<file path="src/rtl/axi_cfg_regs_gen.sv">
// AXI4-Lite config/status slave: CTRL/DEBUG/STATUS, NUM_USER_REGS RW registers and a memory window.
// Optional done/irq logic is enabled by defining AXI_CFG_IRQ_EN.
module axi_cfg_regs_gen #(
  parameter int          DATA_WIDTH     = 32,
  parameter int          ADDR_WIDTH     = 16,
  parameter int          NUM_USER_REGS  = 4,
  parameter int unsigned MEM_BASE       = 32'h100,
  parameter int          MEM_ADDR_WIDTH = 12,
  parameter int          MEM_RD_LAT     = 1
) (
  input  logic                          clk,
  input  logic                          rst,
  input  logic [ADDR_WIDTH-1:0]         S_AXI_AWADDR,
  input  logic                          S_AXI_AWVALID,
  output logic                          S_AXI_AWREADY,
  input  logic [DATA_WIDTH-1:0]         S_AXI_WDATA,
  input  logic [3:0]                    S_AXI_WSTRB,
  input  logic                          S_AXI_WVALID,
  output logic                          S_AXI_WREADY,
  output logic [1:0]                    S_AXI_BRESP,
  output logic                          S_AXI_BVALID,
  input  logic                          S_AXI_BREADY,
  input  logic [ADDR_WIDTH-1:0]         S_AXI_ARADDR,
  input  logic                          S_AXI_ARVALID,
  output logic                          S_AXI_ARREADY,
  output logic [DATA_WIDTH-1:0]         S_AXI_RDATA,
  output logic [1:0]                    S_AXI_RRESP,
  output logic                          S_AXI_RVALID,
  input  logic                          S_AXI_RREADY,
  input  logic                          busy,
  output logic [31:0]                   ctrl,
  output logic                          start,
  output logic [31:0]                   debug,
  output logic [32*NUM_USER_REGS-1:0]   user_regs,
  output logic [MEM_ADDR_WIDTH-1:0]     mem_addr,
  output logic                          mem_wen,
  output logic [3:0]                    mem_wstrb,
  output logic [31:0]                   mem_data_in,
  output logic                          mem_ren,
  input  logic [31:0]                   mem_data_out,
  output logic                          irq
);

  // state | meaning
  // IDLE  | waiting for AW (priority) or AR
  // WR_ACC| collecting AW and W handshakes, then commit
  // WR_RESP| BVALID held until BREADY
  // RD_WAIT| AR handshake, register/memory read latency
  // RD_RESP| RVALID/RDATA held until RREADY
  localparam logic [2:0] S_IDLE    = 3'd0;
  localparam logic [2:0] S_WR_ACC  = 3'd1;
  localparam logic [2:0] S_WR_RESP = 3'd2;
  localparam logic [2:0] S_RD_WAIT = 3'd3;
  localparam logic [2:0] S_RD_RESP = 3'd4;

  localparam logic [1:0]  RESP_OKAY   = 2'b00;
  localparam logic [1:0]  RESP_SLVERR = 2'b10;
  localparam int unsigned MEM_SPAN    = 32'd4 << MEM_ADDR_WIDTH;

`ifdef AXI_CFG_IRQ_EN
  localparam bit IRQ_EN = 1'b1;
`else
  localparam bit IRQ_EN = 1'b0;
`endif

  logic [2:0]                state_q, state_d;
  logic                      awready_q, wready_q, aw_got_q, w_got_q;
  logic [ADDR_WIDTH-1:0]     addr_q;
  logic [31:0]               wdata_q;
  logic [3:0]                wstrb_q;
  logic                      bvalid_q;
  logic [1:0]                bresp_q;
  logic                      arready_q, ar_got_q;
  logic [1:0]                rd_cnt_q;
  logic                      rvalid_q;
  logic [31:0]               rdata_q;
  logic [1:0]                rresp_q;
  logic [31:0]               ctrl_q, debug_q;
  logic [31:0]               user_q [NUM_USER_REGS];
  logic                      start_q;
  logic [MEM_ADDR_WIDTH-1:0] mem_addr_q;
  logic                      mem_wen_q, mem_ren_q;
  logic [3:0]                mem_wstrb_q;
  logic [31:0]               mem_wdata_q;
  logic                      done_sticky;

  logic [29:0] addr_w;
  logic        mem_hit, reg_err, wr_err, wr_go, rd_go;
  logic [31:0] reg_rdata;

  function automatic logic is_mem(input logic [ADDR_WIDTH-1:0] a);
    logic [31:0] ab;
    ab = 32'(a);
    return (ab >= MEM_BASE) && ((ab - MEM_BASE) < MEM_SPAN);
  endfunction

  function automatic logic [MEM_ADDR_WIDTH-1:0] mem_word(input logic [ADDR_WIDTH-1:0] a);
    return MEM_ADDR_WIDTH'((32'(a) - MEM_BASE) >> 2);
  endfunction

  function automatic logic [31:0] merge(input logic [31:0] o, input logic [31:0] n,
                                        input logic [3:0] s);
    logic [31:0] r;
    for (int b = 0; b < 4; b++) r[8*b +: 8] = s[b] ? n[8*b +: 8] : o[8*b +: 8];
    return r;
  endfunction

  assign addr_w  = 30'(addr_q >> 2);
  assign mem_hit = is_mem(addr_q);
  assign wr_go   = (state_q == S_WR_ACC) && aw_got_q && w_got_q;
  assign rd_go   = (state_q == S_RD_WAIT) && ar_got_q && (rd_cnt_q == 2'd0);
  assign wr_err  = reg_err || ((addr_w == 30'd2) && !IRQ_EN);

  // CTRL bit1 reads back the live busy input rather than the stored bit.
  always_comb begin
    reg_rdata = '0;
    reg_err   = 1'b0;
    case (addr_w)
      30'd0:   reg_rdata = {ctrl_q[31:2], busy, ctrl_q[0]};
      30'd1:   reg_rdata = debug_q;
      30'd2:   reg_rdata = {30'd0, done_sticky, busy};
      default: reg_err = 1'b1;
    endcase
    for (int i = 0; i < NUM_USER_REGS; i++) begin
      if (addr_w == 30'(4 + i)) begin
        reg_rdata = user_q[i];
        reg_err   = 1'b0;
      end
    end
  end

  always_comb begin
    state_d = state_q;
    case (state_q)
      S_IDLE: begin
        if (S_AXI_AWVALID)      state_d = S_WR_ACC;
        else if (S_AXI_ARVALID) state_d = S_RD_WAIT;
      end
      S_WR_ACC:  if (wr_go)          state_d = S_WR_RESP;
      S_WR_RESP: if (S_AXI_BREADY)   state_d = S_IDLE;
      S_RD_WAIT: if (rd_go)          state_d = S_RD_RESP;
      S_RD_RESP: if (S_AXI_RREADY)   state_d = S_IDLE;
      default:                       state_d = S_IDLE;
    endcase
  end

  always_ff @(posedge clk) begin
    if (rst) begin
      state_q     <= S_IDLE;
      awready_q   <= 1'b0;
      wready_q    <= 1'b0;
      aw_got_q    <= 1'b0;
      w_got_q     <= 1'b0;
      addr_q      <= '0;
      wdata_q     <= '0;
      wstrb_q     <= '0;
      bvalid_q    <= 1'b0;
      bresp_q     <= RESP_OKAY;
      arready_q   <= 1'b0;
      ar_got_q    <= 1'b0;
      rd_cnt_q    <= '0;
      rvalid_q    <= 1'b0;
      rdata_q     <= '0;
      rresp_q     <= RESP_OKAY;
      ctrl_q      <= '0;
      debug_q     <= '0;
      for (int i = 0; i < NUM_USER_REGS; i++) user_q[i] <= '0;
      start_q     <= 1'b0;
      mem_addr_q  <= '0;
      mem_wen_q   <= 1'b0;
      mem_ren_q   <= 1'b0;
      mem_wstrb_q <= '0;
      mem_wdata_q <= '0;
    end else begin
      state_q   <= state_d;
      start_q   <= 1'b0;
      ctrl_q[0] <= 1'b0;
      mem_wen_q <= 1'b0;
      mem_ren_q <= 1'b0;

      if (state_q == S_WR_ACC) begin
        if (awready_q) begin
          if (S_AXI_AWVALID) begin
            awready_q <= 1'b0;
            aw_got_q  <= 1'b1;
            addr_q    <= S_AXI_AWADDR;
          end
        end else if (!aw_got_q && S_AXI_AWVALID) begin
          awready_q <= 1'b1;
        end
        if (wready_q) begin
          if (S_AXI_WVALID) begin
            wready_q <= 1'b0;
            w_got_q  <= 1'b1;
            wdata_q  <= S_AXI_WDATA;
            wstrb_q  <= S_AXI_WSTRB;
          end
        end else if (!w_got_q && S_AXI_WVALID) begin
          wready_q <= 1'b1;
        end
      end

      if (wr_go) begin
        aw_got_q <= 1'b0;
        w_got_q  <= 1'b0;
        bvalid_q <= 1'b1;
        if (mem_hit) begin
          bresp_q     <= RESP_OKAY;
          mem_wen_q   <= |wstrb_q;
          mem_addr_q  <= mem_word(addr_q);
          mem_wstrb_q <= wstrb_q;
          mem_wdata_q <= wdata_q;
        end else if (wr_err) begin
          bresp_q <= RESP_SLVERR;
        end else begin
          bresp_q <= RESP_OKAY;
          case (addr_w)
            30'd0: begin
              ctrl_q  <= merge(ctrl_q, wdata_q, wstrb_q);
              start_q <= wstrb_q[0] & wdata_q[0];
            end
            30'd1:   debug_q <= merge(debug_q, wdata_q, wstrb_q);
            default: ;
          endcase
          for (int i = 0; i < NUM_USER_REGS; i++)
            if (addr_w == 30'(4 + i)) user_q[i] <= merge(user_q[i], wdata_q, wstrb_q);
        end
      end

      if ((state_q == S_WR_RESP) && S_AXI_BREADY) bvalid_q <= 1'b0;

      if ((state_q == S_IDLE) && (state_d == S_RD_WAIT)) arready_q <= 1'b1;

      if (state_q == S_RD_WAIT) begin
        if (arready_q) begin
          if (S_AXI_ARVALID) begin
            arready_q <= 1'b0;
            ar_got_q  <= 1'b1;
            addr_q    <= S_AXI_ARADDR;
            if (is_mem(S_AXI_ARADDR)) begin
              mem_ren_q  <= 1'b1;
              mem_addr_q <= mem_word(S_AXI_ARADDR);
              rd_cnt_q   <= 2'(MEM_RD_LAT);
            end else begin
              rd_cnt_q   <= 2'd0;
            end
          end
        end else if (ar_got_q) begin
          if (rd_cnt_q == 2'd0) begin
            ar_got_q <= 1'b0;
            rvalid_q <= 1'b1;
            rdata_q  <= mem_hit ? mem_data_out : (reg_err ? 32'd0 : reg_rdata);
            rresp_q  <= (mem_hit || !reg_err) ? RESP_OKAY : RESP_SLVERR;
          end else begin
            rd_cnt_q <= rd_cnt_q - 2'd1;
          end
        end
      end

      if ((state_q == S_RD_RESP) && S_AXI_RREADY) rvalid_q <= 1'b0;
    end
  end

`ifdef AXI_CFG_IRQ_EN
  logic busy_q, done_q, irq_q, status_clr;

  assign status_clr = wr_go && !mem_hit && (addr_w == 30'd2) && wstrb_q[0] && wdata_q[1];

  // A busy falling edge in the same cycle as a clear keeps the flag set.
  always_ff @(posedge clk) begin
    if (rst) begin
      busy_q <= 1'b0;
      done_q <= 1'b0;
      irq_q  <= 1'b0;
    end else begin
      busy_q <= busy;
      done_q <= (busy_q & ~busy) | (done_q & ~status_clr);
      irq_q  <= done_q & ctrl_q[2];
    end
  end

  assign done_sticky = done_q;
  assign irq         = irq_q;
`else
  assign done_sticky = 1'b0;
  assign irq         = 1'b0;
`endif

  for (genvar gi = 0; gi < NUM_USER_REGS; gi++) begin : g_user
    assign user_regs[32*gi +: 32] = user_q[gi];
  end

  assign S_AXI_AWREADY = awready_q;
  assign S_AXI_WREADY  = wready_q;
  assign S_AXI_BVALID  = bvalid_q;
  assign S_AXI_BRESP   = bresp_q;
  assign S_AXI_ARREADY = arready_q;
  assign S_AXI_RVALID  = rvalid_q;
  assign S_AXI_RDATA   = rdata_q;
  assign S_AXI_RRESP   = rresp_q;
  assign ctrl          = ctrl_q;
  assign start         = start_q;
  assign debug         = debug_q;
  assign mem_addr      = mem_addr_q;
  assign mem_wen       = mem_wen_q;
  assign mem_ren       = mem_ren_q;
  assign mem_wstrb     = mem_wstrb_q;
  assign mem_data_in   = mem_wdata_q;

endmodule
</file>
<file path="config.mk">
export PLATFORM = sky130hd
export DESIGN_NAME = axi_cfg_regs_gen
export DESIGN_NICKNAME = d
export VERILOG_FILES = /design/src/rtl/axi_cfg_regs_gen.sv
export SDC_FILE = /design/constraint.sdc
export NUM_CORES = 1
export LEC_CHECK = 0
export ABC_AREA = 1
export CAP_MARGIN = 20
export CORE_MARGIN = 4
export CORE_UTILIZATION = 46
export CTS_BUF_LIST = sky130_fd_sc_hd__clkbuf_8
export DETAILED_ROUTE_END_ITERATION = 8
export PLACE_DENSITY = 0.9
export SLEW_MARGIN = 30
export SYNTH_ARGS = -nofsm -noshare
export SYNTH_HDL_FRONTEND = slang
export SYNTH_SLANG_ARGS = --single-unit
</file>
<file path="constraint.sdc">
create_clock -name clk -period 2.8 [get_ports clk]
set_input_delay 0.56 -clock clk [delete_from_list [all_inputs] [get_ports clk]]
set_output_delay 0.56 -clock clk [all_outputs]
set_load 0.02 [all_outputs]
</file>
==> After elaboration in Yosys (flattened, before gate mapping) <==
Memory sizes are Yosys's and may differ from the RTL's.
Index checks and enable logic that the tools add are counted.
{ "totals": {"ff_bits": 216, "ramBits": 128, "input_bits": 108, "out_inout_bits": 285, "elab_cells": 206, "n_memories": 1} }
{ "classes": {"add_sub_neg": 3, "order_cmp": 4, "eq_ne": 13, "n_mux": 100, "bitwise": 12, "reduce_logical": 42} }
{ "mem_list": {"columns": ["name", "depth", "word_bits", "read_ports", "rd_ports_with_merged_regs", "write_ports", "line_no", "text"], "rows": [
  ["user_q", 4, 32, 4, 0, 4, "79", "logic [31:0] user_q [NUM_USER_REGS];"]
]} }
{ "ops": {"columns": ["cell", "count"], "rows": [
  ["2-to-1 mux 32 bit", 10],
  ["2-to-1 mux 8 bit", 16],
  ["2-to-1 mux 16 bit", 6],
  ["case mux 32 bit (3 select lines)", 1],
  ["2-to-1 mux 12 bit", 6],
  ["less-than comparator 32 x 15 -> 1 bit, second input constant", 2],
  ["equality test 14 x 3 -> 1 bit, second input constant", 4],
  ["2-to-1 mux 1 bit", 47],
  ["AND reduction 5 bit", 8],
  ["subtractor 16 x 9 -> 17 bit, second input constant", 2],
  [">= comparator 16 x 9 -> 1 bit, second input constant", 2],
  ["zero test 30 bit", 1],
  ["2-to-1 mux 3 bit", 6],
  ["case mux 3 bit (5 select lines)", 1],
  ["equality test 14 x 1 -> 1 bit, second input constant", 1],
  ["equality test 14 x 2 -> 1 bit, second input constant", 1],
  ["2-to-1 mux 2 bit", 7],
  ["logical AND 1 bit", 11],
  ["equality test 3 x 2 -> 1 bit, second input constant", 3],
  ["AND reduction 4 bit", 2],
  ["OR reduction 4 bit", 2],
  ["inverter 1 bit", 7],
  ["AND reduction 3 bit", 2],
  ["OR reduction 2 bit", 3],
  ["other kinds (14)", 23]
]} }

==> Depth between registers and ports, before layout <==
Gate-level depths: netlist of the first run.
{ "depth": {"word_depth": 14, "ltp_mapped": 14, "ltp_nobuf": 13} }

==> Least setup slack after synthesis of the first run <==
No wires, ideal clock.
{ "synth_path": {"path_type": "reg-to-reg", "startpoint": "register addr_q[8]", "endpoint": "memory user_q[1][0], enable pin", "setup_time_ps": 384, "arrival_ps": 2343, "required_time_ps": 2416, "path_slack_ps": 73, "stages_incl_launch_ff": 13, "path_buffers": 0, "period_less_slack_ps": 2727, "cell_sequence": "dfxtp_1 > inv_1 > ha_1 > nand3_1 > nor2_1 > nand2_1 > nand2_1 > nor2_2 > nand2_4 > nand3_4 > nor2_1 > nand2_2 > o21ai_0"} }
{ "synth_lines": {"columns": ["item", "line_no", "text"], "rows": [
  ["start: declaration", "68", "logic [ADDR_WIDTH-1:0] addr_q;"],
  ["start signal: assignment", "154", "addr_q <= '0;"],
  ["start signal: assignment", "186", "addr_q <= S_AXI_AWADDR;"],
  ["start signal: assignment", "239", "addr_q <= S_AXI_ARADDR;"],
  ["end: declaration", "79", null]
]} }

==> results.md, run 1 <==
- Routed wire per std cell: 20.0 µm
- Worst Setup End Kind: flop
- Fin nets: 2386
- Number of antenna violations at the first check in global routing: 0
- Initial DRT Pass Iterations: 7
- R2R Setup Slk: 0.16 ns
- Worst-Margin Slew: roughly 0.7 ns
- EDFF count, synth: 128
- Largest net degree at the start of global routing: 75
- Fin crit period: between 2 and 3 ns
- Critical Path AT: 2.91 ns
- Clk_lat worst skew: approximately 0.60 ns
- Post-Route WL: 55.4 mm
- Final GP Congestion: 0.979
- Finished Layout Cells: around 2800
- CTS root buf: clkbuf_8
- Sequential cell area: 8090 µm²
- 1st-iter DRT viols: 1533
- Final hold slack: ~0.48 ns
- Die Span X: 189 µm
- CTS buffer count: 56
- Max-slew headroom: 0.532
- Die ar.: about 36000 µm²
- Final setup fails: 0
- Worst Path Required: roughly 3.1 ns
- Worst-path clk slew: about 0.070 ns
- N_diodes: 0
- Final hold violations: 0
- Max Fclk: 379 MHz
- Worst Hold Class: flop to flop
- Synth Flop Type: dfxtp_1
- H-Tree Depth: 2
- All-Layer GR Usage: 0.296
- Via count: 15400
- Cells after Synth: about 1900
- Clock tree buffer depth: 3
- Multi-input gate area: 6160 µm²
- Starting density of the core: 0.465
- Status: completed
- Yosys reg bits: 340
- TNS Setup: 0 ns
- Mapped Area: 15100 µm²
- Ys Warns: 0
- Worst vdd ir: between 300 and 400 µV
- Post-Place Cells: 2658
- Pwr Total: 11400 µW
- DP Wirelength: slightly below 40 mm
- Layout Utilization: 0.643
- Vias in the first global route: 15300
- Core Box Area: 32500 µm²
- Share of layout cells above drive strength 1: 0.0883
- Max-cap violations: 0
- Final Cycle Share: 0.942
- P_leak: between 0.008 and 0.009 µW
- CTS tree: built
- Setup Skew: between 0.03 and 0.04 ns
- Syn avg cell area: ~8.0 µm²
- Via density per instance: ~5.6
- Row count: 66
- Residual DRC: 0
- DRT antenna net count: 0
- I/O pin count: 393
- CP startpoint kind: flop
- PD cells: 543 nW/µm²
- FILL cells: 2605
- Number of I/O port buffers: 385
- Area grow syn2layout: 38.2%
- Clk sinks: 340
- Slew Limit Fails: 0
- Library cells used by synthesis: 45
- Crit Path Class: flop to flop
- Grt ovf: 0
- CP max FO: 8
- Die height: 189 µm
- Seq/Total Area, Yosys: 0.534
- Synth async-reset ratio: 0
- First-pass GRT wire length: ~85 mm
-- layout by cell type, fill, tap and decap left out, types with 10 or more instances in the layout --
| master | n |
|---|---|
| a21oi_1 | 116 |
| nand3_1 | 73 |
| nand2_1 | 344 |
| xor2_1 | 10 |
| clkbuf_8 | 72 |
| edfxtp_1 | 128 |
| dfxtp_1 | 212 |
| nor2_1 | 410 |
| o21ai_0 | 174 |
| nor3_1 | 34 |
| o21bai_1 | 69 |
| buf_4 | 63 |
| inv_1 | 107 |
| clkinv_2 | 10 |
| clkdlybuf4s50_1 | 385 |
| nor2_2 | 10 |
-- sequential cells by signal, indices dropped and copies added (netlist names), 12 cells and up --
| register | flops |
|---|---|
| user_q | 128 |
| debug | 32 |
| addr_q | 14 |
| S_AXI_RDATA | 32 |
| ctrl | 32 |
| wdata_q | 32 |
| mem_data_in | 32 |
| mem_addr | 12 |
-- critical path, cell delays in order, from the launching register on --
cell and delay [ns]:
dfxtp_1 0.32, inv_1 0.14, ha_1 0.20, nand3_2 0.17, nor2_1 0.18, nand2_1 0.10
nand2_1 0.13, nor2_2 0.07, nand2_4 0.11, nand3_4 0.08, nor2_1 0.13, nand2_2 0.21
o21ai_1 0.26, buf_4 0.22
-- final cells by class --
class / instances / share of cell area
tap: 442 / 0.0264
inverter: 106 / 0.0193
timing repair buffer: 453 / 0.212
clock inverter: 34 / 0.0148
clock buffer: 72 / 0.0474
sequential: 340 / 0.386
multi-input combinational: 1317 / 0.294
-- kinds of logic (layout without fill, tap and decap cells) --
kind of cell / count (synthesis) / count (layout) / share of synthesized area
xor gates and xnor gates: 11 / 11 / 0.00636
buffers and inverters: 227 / 665 / 0.0623
and+or+nand+nor: 899 / 899 / 0.242
muxes: 6 / 6 / 0.00446
other: 1 / 3 / 0.000248
adders and majority gates: 4 / 4 / 0.00331
DFF: 340 / 340 / 0.534
AOI/OAI and AO/OA: 394 / 394 / 0.147
-- final timing paths --
| check | from | endpoint | cells past startpoint |
|---|---|---|---|
| worst max-delay path | addr_q[8]$_SDFF_PP0_ | user_q[3][17]$_SDFFCE_PN0P_ | 13 |
| worst min-delay path | rd_cnt_q[1]$_SDFFE_PP0P_ | rd_cnt_q[1]$_SDFFE_PP0P_ | 2 |
| worst max register to register | addr_q[8]$_SDFF_PP0_ | user_q[3][17]$_SDFFCE_PN0P_ | 13 |
| worst min register to register | rd_cnt_q[1]$_SDFFE_PP0P_ | rd_cnt_q[1]$_SDFFE_PP0P_ | 2 |
-- Yosys cell counts (all sizes together) (2+ instances only) --
master     n  share of area
nor2     422           0.11
nand2    351          0.088
dfxtp    212           0.28
o21ai    178          0.059
edfxtp   128           0.25
a21oi    116          0.038
inv      105          0.026
nand3     78          0.027
o21bai    69          0.034
clkbuf    63          0.016
buf       58          0.020
nor3      36          0.013
xor2      10         0.0058
o211ai     8         0.0040
nand4      7         0.0053
mux2       6         0.0045
o31ai      6         0.0030
a31oi      5         0.0021
o2111ai    5         0.0029
ha         4         0.0033
o22ai      3         0.0012
nor4       2        0.00083
-- routing by layer --
layer  vias to the layer above  track usage  share of wire
met5                         -            0              0
met4                         0        0.127          0.043
met2                      1013        0.499           0.48
li1                       7002            -              -
met3                       193       0.0642           0.11
met1                      7220        0.369           0.37
-- per-stage QoR --
step	worst slack [ns]	instance area [µm²]
6_report	0.162	20900
5_1_grt	-0.0108	20900
4_1_cts	0.00934	20900
3_5_place_dp	-0.0352	19600
3_3_place_gp	0.0596	19600
2_1_floorplan	0.0732	15100
-- what timing repair did --
item	4_1_cts	5_1_grt
hold buffers	0	0
buffers inserted	0	0
endpoints found under the setup margin	23	149
endpoints found under the hold margin	0	0
gates resized for setup	3	5
-- power breakdown --
group | leakage (µW) | total, µW | internal, µW | switching (µW)
clock | 0.000707 | 4930 | 2870 | 2060
combinational | 0.00465 | 1140 | 423 | 718
sequential | 0.00303 | 5280 | 5210 | 70.9
Power figures use the tool's default switching activity.
==> run 2: changes to the inputs <==
- SETUP_SLACK_MARGIN: unset -> 0.05
==> run 2 against run 1 <==
Against the previous run: register-to-register slack improved by 0.04 ns; final cell count rose by 0.11%; via count fell by 0.14%; routed wire length barely moved; core utilization rose by 0.11 points; count of clock-buffer cells in the layout did not move; cell area rose by 0.17%; clock skew fell by 0.0077 ns.
==> results.md, run 2 (synthesized netlist as in run 1, its figures left out) <==
- Status: completed
- Met3 usage: 0.0642
- Die ar.: ~36000 µm²
- H-Tree Depth: 2
- Die Span X: 189 µm
- Post-DP Area: slightly below 20000 µm²
- Number of I/O port buffers: 385
- Via count: 15400
- GRT Max-Usage Layer: met2
- Critical Path AT: ~3.1 ns
- DRT antenna net count: 0
- RSZ-0062 raised after global routing: yes
- Max reg flops: 128
- Slew Limit Fails: 0
- I/O pin count: 393
- Initial DRT Pass Iterations: 6
- Cells on worst reg2reg path: 12
- FILL cells: roughly 2600
- Worst vdd ir: approximately 370 µV
- First-pass GRT wire length: 84.5 mm
- Worst Path Buf+Inv: 4
- N_diodes: 0
- Final setup fails: 0
- 1st-iter DRT viols: 1531
- Grt ovf: 0
- Max-slew headroom: 0.539
- Largest net degree at the start of global routing: 75
- Hold depth: 2
- Worst Setup End Kind: flop
- Final GP Congestion: a little under 1
- Worst-Margin Slew: ~0.7 ns
- Clock tree buffer depth: 3
- Crit path max-delay cell type: buf_4
- Final hold slack: around 0.48 ns
- # hold bufs at CTS: 0
- Crit Path Class: flop to flop
- P_leak: 0.00842 µW
- Worst path max stage delay: 0.36 ns
- Worst Path Required: ~3.3 ns
- Core Box Area: 32500 µm²
- Post-Place Cells: 2658
- Commonest non-fill, non-tap cell in the layout: nor2_1
- All-Layer GR Usage: 0.296
- Met2 Track Usage GR: 0.499
- Critical R2R Launch: addr_q[8]$_SDFF_PP0_
- Crit-path leading delay family: buffers and inverters
- Hold path endpoint: rd_cnt_q[1]$_SDFFE_PP0P_
- CTS tree: built
- Clk sinks: 340
- GR Util met1: 0.369
- Post-Route WL: 55.4 mm
- Leading cell types in the layout, fill and taps excluded: nor2_1, clkdlybuf4s50_1, nand2_1, dfxtp_1, o21ai_0
- CP max FO: 33
- R2R Setup Slk: ~0.21 ns
- Vias in the first global route: 15300
- Final instance area: 21000 µm²
- PD cells: ~540 nW/µm²
- Via density per instance: 5.57
- Final Cycle Share: 0.926
- Residual DRC: 0
- Biggest register: user_q
- Die height: 189 µm
- Fin crit period: 2.59 ns
- Area grow syn2layout: 38.5%
- CTS root buf: clkbuf_8
- Max Fclk: 385 MHz
- Terminus of the critical flop-to-flop path: S_AXI_RDATA[22]$_SDFFE_PP0P_
- Clk_lat worst skew: 0.59 ns
- Max-cap violations: 0
- Row count: between 60 and 70
- Worst-path clk slew: 0.07 ns
- CTS buffer count: 56
- CP startpoint kind: flop
- Routed wire per std cell: about 20 µm
- Cell Chain, Critical Path: inv_1, ha_1, nand3_2, nor2_1, nand2_1, buf_4, clkinv_1, buf_4, nand2_1, nand3_1, a21oi_1, nor2_1
- Fin nets: 2389
- DP Wirelength: 39.1 mm
- Finished Layout Cells: approximately 2800
- Number of antenna violations at the first check in global routing: 0
- Setup Skew: 0.0305 ns
- Final hold violations: 0
- Worst Hold Class: flop to flop
- Share of layout cells above drive strength 1: 0.0899
- Min-delay src: rd_cnt_q[1]$_SDFFE_PP0P_
- Starting density of the core: 0.465
## run 2: layout make-up
type / count / area (µm²) / area share
Inverter: 106 / 403 / 0.0192
Tap cell: 442 / 553 / 0.0264
Clock inverter: 34 / 309 / 0.0147
Sequential cell: 340 / 8090 / 0.386
Clock buffer: 72 / 991 / 0.0473
Multi-Input combinational cell: 1317 / 6160 / 0.294
Timing Repair Buffer: 456 / 4450 / 0.212
## run 2: how the worst max path moves through the flow
stage,startpoint,to,cells past startpoint
4_1_cts,addr_q[8]$_SDFF_PP0_,user_q[2][15]$_SDFFCE_PN0P_,13
6_report,addr_q[8]$_SDFF_PP0_,S_AXI_RDATA[22]$_SDFFE_PP0P_,12
3_5_place_dp,addr_q[8]$_SDFF_PP0_,user_q[2][5]$_SDFFCE_PN0P_,13
3_3_place_gp,addr_q[8]$_SDFF_PP0_,user_q[2][19]$_SDFFCE_PN0P_,13
2_1_floorplan,addr_q[8]$_SDFF_PP0_,user_q[1][0]$_SDFFCE_PN0P_,12
5_1_grt,addr_q[8]$_SDFF_PP0_,S_AXI_RDATA[22]$_SDFFE_PP0P_,12
## run 2: routing by layer
| layer | part of all wire | wire length, µm |
|---|---|---|
| met4 | 0.043 | 2360 |
| met3 | 0.11 | 6260 |
| met1 | 0.37 | 20400 |
| met2 | 0.48 | 26400 |
| met5 | 0 | 0 |
## run 2: power breakdown
group	leakage, µW	internal [µW]	switching [µW]
Clock	0.000707	2870	2070
Combinational	0.00468	426	723
Sequential	0.00303	5210	71.6
## run 2: what timing repair did
item / CTS / global route
resized for setup: 4 / 7
endpoints found under the setup margin: 62 / 163
setup buffers: 0 / 3
## run 2: per-stage QoR
stage,utilization,power (µW),setup slack [ns],setup TNS [ns]
after global routing,0.644,11700,0.0286,0
after detailed placement,0.603,6490,-0.0352,-0.247
after global placement,0.603,6470,0.0596,0
after floorplan,-,5930,0.0732,0
after CTS,0.643,11400,0.0287,0
final,0.644,11400,0.206,0
## run 2: tightest hold or removal path: stages, from the launching register on
cell and delay (ns):
dfxtp_1 0.30, inv_1 0.07, a21oi_1 0.06
